--- config.mk ---
export PLATFORM = sky130hd
export DESIGN_NAME = dma_rd_engine
export DESIGN_NICKNAME = d
export VERILOG_FILES = /design/src/rtl/dma_rd_engine.sv
export SDC_FILE = /design/constraint.sdc
export NUM_CORES = 1
export LEC_CHECK = 0
export ABC_AREA = 1
export CAP_MARGIN = 20
export CORE_ASPECT_RATIO = 0.8
export CORE_MARGIN = 5
export CORE_UTILIZATION = 57
export CTS_BUF_LIST = sky130_fd_sc_hd__clkbuf_8
export CTS_CLUSTER_SIZE = 40
export DETAILED_ROUTE_END_ITERATION = 8
export PLACE_DENSITY = 0.88
export SYNTH_ARGS = -nofsm -noshare
export SYNTH_HDL_FRONTEND = slang
export SYNTH_SLANG_ARGS = --single-unit
--- constraint.sdc ---
create_clock -name clk -period 5.1 [get_ports clk]
set_input_delay 1.02 -clock clk [delete_from_list [all_inputs] [get_ports clk]]
set_output_delay 1.02 -clock clk [all_outputs]
set_load 0.02 [all_outputs]
--- src/rtl/dma_rd_engine.sv ---
`timescale 1ns/1ps
// ---------------------------------------------------------------------------
// dma_rd_engine
//
// AXI4 burst-read DMA engine. A start pulse from the CSR block latches a
// source byte address and a byte length. The engine fetches the region with
// INCR bursts of at most MAX_BURST beats, keeping one burst in flight. Every
// returned word is forwarded through a one-entry AXI-Stream output register.
// Done and error are reported as levels that hold until the next accepted
// start.
//
// Optional feature (compile-time macro DMA_PERF_CNT_EN):
//   Adds o_cycles[31:0], a saturating count of busy cycles. The count is
//   cleared on every accepted start and holds its value after completion.
//
// Ports
//   clk, rst_n              clock, asynchronous active-low reset
//   i_start                 single-cycle start pulse (ignored while busy)
//   i_base_addr, i_len      source byte address and byte length
//   o_busy                  transfer in progress
//   o_done, o_error         status levels for the last transfer
//   o_cycles                busy-cycle counter (DMA_PERF_CNT_EN only)
//   m_axi_ar*               AXI4 read-address channel (master)
//   m_axi_r*                AXI4 read-data channel (master)
//   m_axis_t*               AXI-Stream output; tlast marks the final word
// ---------------------------------------------------------------------------
module dma_rd_engine #(
    parameter int ADDR_WIDTH = 32,
    parameter int DATA_WIDTH = 32,
    parameter int MAX_BURST  = 16
) (
    input  logic                  clk,
    input  logic                  rst_n,
    input  logic                  i_start,
    input  logic [31:0]           i_base_addr,
    input  logic [31:0]           i_len,
    output logic                  o_busy,
    output logic                  o_done,
    output logic                  o_error,
`ifdef DMA_PERF_CNT_EN
    output logic [31:0]           o_cycles,
`endif
    output logic [ADDR_WIDTH-1:0] m_axi_araddr,
    output logic [7:0]            m_axi_arlen,
    output logic [2:0]            m_axi_arsize,
    output logic [1:0]            m_axi_arburst,
    output logic                  m_axi_arvalid,
    input  logic                  m_axi_arready,
    input  logic [DATA_WIDTH-1:0] m_axi_rdata,
    input  logic [1:0]            m_axi_rresp,
    input  logic                  m_axi_rlast,
    input  logic                  m_axi_rvalid,
    output logic                  m_axi_rready,
    output logic [DATA_WIDTH-1:0] m_axis_tdata,
    output logic                  m_axis_tvalid,
    input  logic                  m_axis_tready,
    output logic                  m_axis_tlast
);

    localparam logic [1:0] ST_IDLE  = 2'd0;
    localparam logic [1:0] ST_ADDR  = 2'd1;
    localparam logic [1:0] ST_DATA  = 2'd2;
    localparam logic [1:0] ST_FLUSH = 2'd3;

    // Wide enough to hold any legal MAX_BURST (up to 256 beats).
    localparam int BEAT_W = 9;

    logic [1:0]            state;
    logic [ADDR_WIDTH-1:0] cur_addr;
    logic [29:0]           rem_beats;    // beats not yet completed, whole transfer
    logic [BEAT_W-1:0]     burst_beats;  // size of the burst in flight
    logic [BEAT_W-1:0]     beat_cnt;     // beats still owed by the burst in flight
    logic                  err_sticky;

    logic [BEAT_W-1:0]     next_burst;
    logic                  ar_fire;
    logic                  r_fire;
    logic                  s_fire;
    logic                  last_beat;
    logic                  final_beat;
    logic                  bad_align;

    // Size of the next burst: the remaining beats, capped at MAX_BURST.
    // NOTE: every always_comb output gets a default on all paths so no latch is inferred.
    always_comb begin
        next_burst = BEAT_W'(MAX_BURST);
        if (rem_beats < 30'(MAX_BURST)) begin
            next_burst = BEAT_W'(rem_beats);
        end
    end

    assign m_axi_arvalid = (state == ST_ADDR);
    // Gated so the bus reads all-zero outside ADDR (rem_beats=0 would give arlen=8'hFF).
    assign m_axi_araddr  = m_axi_arvalid ? cur_addr : '0;
    assign m_axi_arlen   = m_axi_arvalid ? 8'(next_burst - BEAT_W'(1)) : 8'd0;
    assign m_axi_arsize  = 3'b010;
    assign m_axi_arburst = 2'b01;

    // Accept a beat whenever the output register is empty or is draining this cycle.
    assign m_axi_rready  = (state == ST_DATA) && (!m_axis_tvalid || m_axis_tready);

    assign ar_fire    = m_axi_arvalid && m_axi_arready;
    assign r_fire     = m_axi_rvalid && m_axi_rready;
    assign s_fire     = m_axis_tvalid && m_axis_tready;
    assign last_beat  = (beat_cnt == BEAT_W'(1));
    assign final_beat = last_beat && (rem_beats == 30'(burst_beats));
    assign bad_align  = (i_len[1:0] != 2'b00) || (i_base_addr[5:0] != 6'd0);

    // NOTE: sequential state uses non-blocking assignments only, so every flop samples pre-edge values.
    always_ff @(posedge clk or negedge rst_n) begin
        if (!rst_n) begin
            state         <= ST_IDLE;
            cur_addr      <= '0;
            rem_beats     <= '0;
            burst_beats   <= '0;
            beat_cnt      <= '0;
            err_sticky    <= 1'b0;
            o_busy        <= 1'b0;
            o_done        <= 1'b0;
            o_error       <= 1'b0;
            m_axis_tvalid <= 1'b0;
            m_axis_tdata  <= '0;
            m_axis_tlast  <= 1'b0;
        end else begin
            // One-entry output register: a new beat overwrites a word that drains this cycle.
            if (r_fire) begin
                m_axis_tvalid <= 1'b1;
                m_axis_tdata  <= m_axi_rdata;
                m_axis_tlast  <= final_beat;
            end else if (s_fire) begin
                m_axis_tvalid <= 1'b0;
                m_axis_tlast  <= 1'b0;
            end

            case (state)
                ST_IDLE: begin
                    if (i_start) begin
                        o_done  <= 1'b0;
                        o_error <= 1'b0;
                        if (i_len == 32'd0) begin
                            o_done <= 1'b1;
                        end else if (bad_align) begin
                            o_done  <= 1'b1;
                            o_error <= 1'b1;
                        end else begin
                            cur_addr   <= ADDR_WIDTH'(i_base_addr);
                            rem_beats  <= i_len[31:2];
                            err_sticky <= 1'b0;
                            o_busy     <= 1'b1;
                            state      <= ST_ADDR;
                        end
                    end
                end

                ST_ADDR: begin
                    if (ar_fire) begin
                        burst_beats <= next_burst;
                        beat_cnt    <= next_burst;
                        state       <= ST_DATA;
                    end
                end

                ST_DATA: begin
                    if (r_fire) begin
                        // rlast is only cross-checked; the beat counter decides burst end.
                        if ((m_axi_rresp != 2'b00) || (m_axi_rlast != last_beat)) begin
                            err_sticky <= 1'b1;
                        end
                        beat_cnt <= beat_cnt - BEAT_W'(1);
                        if (last_beat) begin
                            rem_beats <= rem_beats - 30'(burst_beats);
                            cur_addr  <= cur_addr + ADDR_WIDTH'({burst_beats, 2'b00});
                            state     <= final_beat ? ST_FLUSH : ST_ADDR;
                        end
                    end
                end

                ST_FLUSH: begin
                    // The register holds the tlast word on entry; finish once it is taken.
                    if (s_fire) begin
                        o_done  <= 1'b1;
                        o_error <= err_sticky;
                        o_busy  <= 1'b0;
                        state   <= ST_IDLE;
                    end
                end

                default: state <= ST_IDLE;
            endcase
        end
    end

`ifdef DMA_PERF_CNT_EN
    always_ff @(posedge clk or negedge rst_n) begin
        if (!rst_n) begin
            o_cycles <= '0;
        end else if ((state == ST_IDLE) && i_start) begin
            o_cycles <= '0;
        end else if (o_busy && (o_cycles != 32'hFFFF_FFFF)) begin
            o_cycles <= o_cycles + 32'd1;
        end
    end
`endif

endmodule
==> flow_summary.yaml <==
sta:
  max_freq_ghz: 0.230
  timing.final.crit_share: 0.854
  worst_pin_slew_ns: 0.917
  rsz0062_at_grt: "no"
  min_period_ns: 4.35
  final_hold_viol_count: 0
  slew_viol_final: 0
  setup_slack_ns: 0.746
  maxSlewHeadroom: 0.387
  finalSetupViolations: 0
  clock_skew_ns: 0.0169
  finalSetupTns_ns: 0
synth:
  ys_seq_area_frac: 0.345
  synthDistinctLibCells: 35
  synth_seq_cells: 120
  synth_warnings: 0
  syn_avg_cell_area_um2: 6.32
  syn_inst: 1378
  syn-cell-area_mm2: 0.00870
die:
  die_y_um: 121
  die-area_mm2: 0.0179
  initial_utilization: 0.580
  rows: 40
  io_pins: 189
  core_mm2: 0.0150
  fp.dieW_um: 148
clocking:
  cts_made_buffers: 17
  root_buffer: "clkbuf_8"
  clk_pin_slew_worst_paths_ns: 0.08
  cts_tree: "yes"
  post_cts_buffers: 0
  cts_resized: 0
  htree_num_levels: 4
  cts.sinks: 120
  cts_hold_buf: 0
  insertion_delay_ns: 0.45
  cts.path.max_buffers: 2
worst_setup_path:
  cp.arrival_ns: 3.33
  criticalPathCategory: "flip-flop to output pin"
  crit_fanout: 5
  rrSetupSlack_ns: 2.27
  slowest_stage: "clkdlybuf4s50_1"
  worstSetupEndpointType: "output pin"
  cp-start-kind: "flip-flop"
  path_cells: "nor2_1 -> nand2_1 -> nor2_1 -> nand3_1 -> nor2_1 -> inv_1 -> ha_1 -> inv_1 -> o21ai_0 -> a21oi_1 -> clkdlybuf4s50_1"
  cp_slowest_stage_delay_ns: 0.63
  critPathRequiredTime_ns: 4.08
  cpMostUsedCell: "nor2_1"
drt:
  vias: 9372
  post_drt_wl_per_cell_um: 15.4
  first_pass_iters: 7
  avgViaCountPerCell: 5.35
  totalWireLength_um: 27000
  drtIter0Drc: 808
  antenna_left: 0
  remaining_drc_errors: 0
power:
  p_per_area_mw_per_mm2: 568
  power_leakage_nw: 5.56
  ir_drop_uv: 299
finish:
  nFillCells: 1238
  areaGrowthSynthToFinish_pct: 27.3
  drive_gt1_frac: 0.0551
  diodes: 0
  seq_area_mm2: 0.00300
  multi_input_area_mm2: 0.00489
  nNetsFinal: 1677
global_route:
  grt_pass1_vias: 8833
  grtUsageTotal: 0.306
  grt_pass1_wl_um: 44000
  grt-ovfl-total: 0
  grt_max_degree: 74
  antenna_found_initial: 0
job:
  cap_violations: 0
outcome:
  status: "finished clean"
placement:
  hpwlAfterDp_um: 20700
  portBuffers: 183
  pre_cts_slack_ns: 1.34
  gp_congestion: 0.961
min_path:
  hp-class: "flip-flop to flip-flop"
==> state kept, by name, summed over array words and instances (netlist names) <==
name / count
m_axis_tdata: 32
m_axis_tlast: 1
o_error: 1
o_busy: 1
state: 2
cur_addr: 32
beat_cnt: 9
burst_beats: 9
rem_beats: 30
err_sticky: 1
m_axis_tvalid: 1
o_done: 1
==> metal layers <==
metal / up-vias / track usage / routed length [µm]
met5: - / 0 / 0
met4: 0 / 0.114 / 762
met3: 56 / 0.0450 / 1890
met2: 376 / 0.510 / 12900
met1: 4276 / 0.406 / 11400
li1: 4664 / - / -
==> power by group <==
part | internal, W | switching, W | total, W
registers | 0.00137 | 0.000379 | 0.00175
logic | 0.00139 | 0.00227 | 0.00365
clock network | 0.000446 | 0.000444 | 0.000891
==> synthesized netlist by cell type <==
cell type | n | area share
buf_2 | 16 | 0.0092
a21boi_0 | 1 | 0.00086
inv_1 | 168 | 0.072
and2_0 | 1 | 0.00072
clkbuf_1 | 16 | 0.0069
nor3_4 | 1 | 0.0019
nor2_1 | 215 | 0.093
a22oi_1 | 2 | 0.0017
nor4_1 | 1 | 0.00072
nand3b_1 | 2 | 0.0017
conb_1 | 2 | 0.00086
ha_1 | 21 | 0.030
nand2_2 | 1 | 0.00072
mux2_2 | 32 | 0.041
dfrtp_1 | 120 | 0.35
nor2_4 | 1 | 0.0013
nor2_2 | 2 | 0.0014
o22ai_1 | 4 | 0.0029
buf_1 | 4 | 0.0017
nand4_1 | 29 | 0.021
xor2_1 | 3 | 0.0030
buf_4 | 6 | 0.0052
and3_1 | 1 | 0.00072
nor3_1 | 13 | 0.0075
nand3_1 | 133 | 0.076
nand4_2 | 1 | 0.0014
and2_1 | 1 | 0.00072
fa_1 | 2 | 0.0046
o21ai_0 | 39 | 0.022
o31ai_1 | 4 | 0.0035
or2_2 | 5 | 0.0036
inv_2 | 2 | 0.00086
a21oi_1 | 29 | 0.017
nand2_1 | 496 | 0.21
xnor2_1 | 4 | 0.0040
==> metrics by stage <==
| stage | utilization | area, µm² | std cells | hold WS (ns) | power (W) |
|---|---|---|---|---|---|
| after global placement | 0.710 | 10700 | 1718 | 0.458 | 0.00526 |
| after floorplan | - | 8710 | 1381 | 0.434 | 0.00408 |
| final | 0.738 | 11100 | 1751 | 0.477 | 0.00630 |
| after global routing | 0.738 | 11100 | 1751 | 0.504 | 0.00682 |
| after detailed placement | 0.710 | 10700 | 1718 | 0.463 | 0.00535 |
| after CTS | 0.737 | 11100 | 1750 | 0.479 | 0.00625 |
==> critical path, delay by kind of cell (launching register included) <==
family	cells	cell delay (ns)
buffers and inverters	3	0.81
and+or+nand+nor	5	1.22
AOI/OAI and AO/OA	2	0.21
adders and majority gates	1	0.23
DFF	1	0.42
==> cell usage in the layout, fill, tap and decap left out, drive strengths merged, types with 2 or more instances in the layout <==
| master | instances |
|---|---|
| fa | 2 |
| dfrtp | 120 |
| clkdlybuf4s50 | 182 |
| nand3 | 133 |
| xnor2 | 4 |
| o31ai | 4 |
| a21oi | 29 |
| bufinv | 2 |
| nand2 | 497 |
| o22ai | 4 |
| and2 | 2 |
| conb | 5 |
| clkinv | 3 |
| nand4 | 30 |
| clkbuf | 17 |
| a22oi | 2 |
| clkinvlp | 2 |
| buf | 9 |
| o21ai | 39 |
| nand3b | 2 |
| xor2 | 3 |
| ha | 21 |
| nor3 | 14 |
| inv | 178 |
| nor2 | 218 |
| mux2 | 32 |
| or2 | 5 |
==> area by class of cell <==
class | instances | share of cell area
timing repair buffer | 191 | 0.173
multi-input combinational | 1049 | 0.441
tap | 189 | 0.0213
clock buffer | 17 | 0.0211
inverter | 170 | 0.0576
clock inverter | 15 | 0.0151
sequential | 120 | 0.271
==> path summary, 6_finish.rpt <==
| check | cells past startpoint | startpoint | endpoint |
|---|---|---|---|
| max | 11 | rem_beats[14]$_DFFE_PN0P_ | m_axi_arlen[2] |
| min | 1 | beat_cnt[5]$_DFFE_PN0P_ | beat_cnt[5]$_DFFE_PN0P_ |
| max reg2reg | 9 | state[1]$_DFFE_PN0P_ | rem_beats[26]$_DFFE_PN0P_ |
| min reg2reg | 1 | beat_cnt[5]$_DFFE_PN0P_ | beat_cnt[5]$_DFFE_PN0P_ |
| max in group asynchronous | 2 | rst_n | rem_beats[23]$_DFFE_PN0P_ |
| min in group asynchronous | 1 | rst_n | cur_addr[5]$_DFFE_PN0P_ |
==> cell families (layout without fill, tap and decap cells) <==
group | count (synthesis) | in the layout | synth area share
buffers and inverters | 212 | 393 | 0.0963
other | 2 | 5 | 0.000863
muxes | 32 | 32 | 0.0414
AOI/OAI and AO/OA | 79 | 79 | 0.0480
xor gates and xnor gates | 7 | 7 | 0.00705
DFF | 120 | 120 | 0.345
and+or+nand+nor | 903 | 903 | 0.426
adders and majority gates | 23 | 23 | 0.0348
Note: power is estimated with default switching activity, not from simulation.
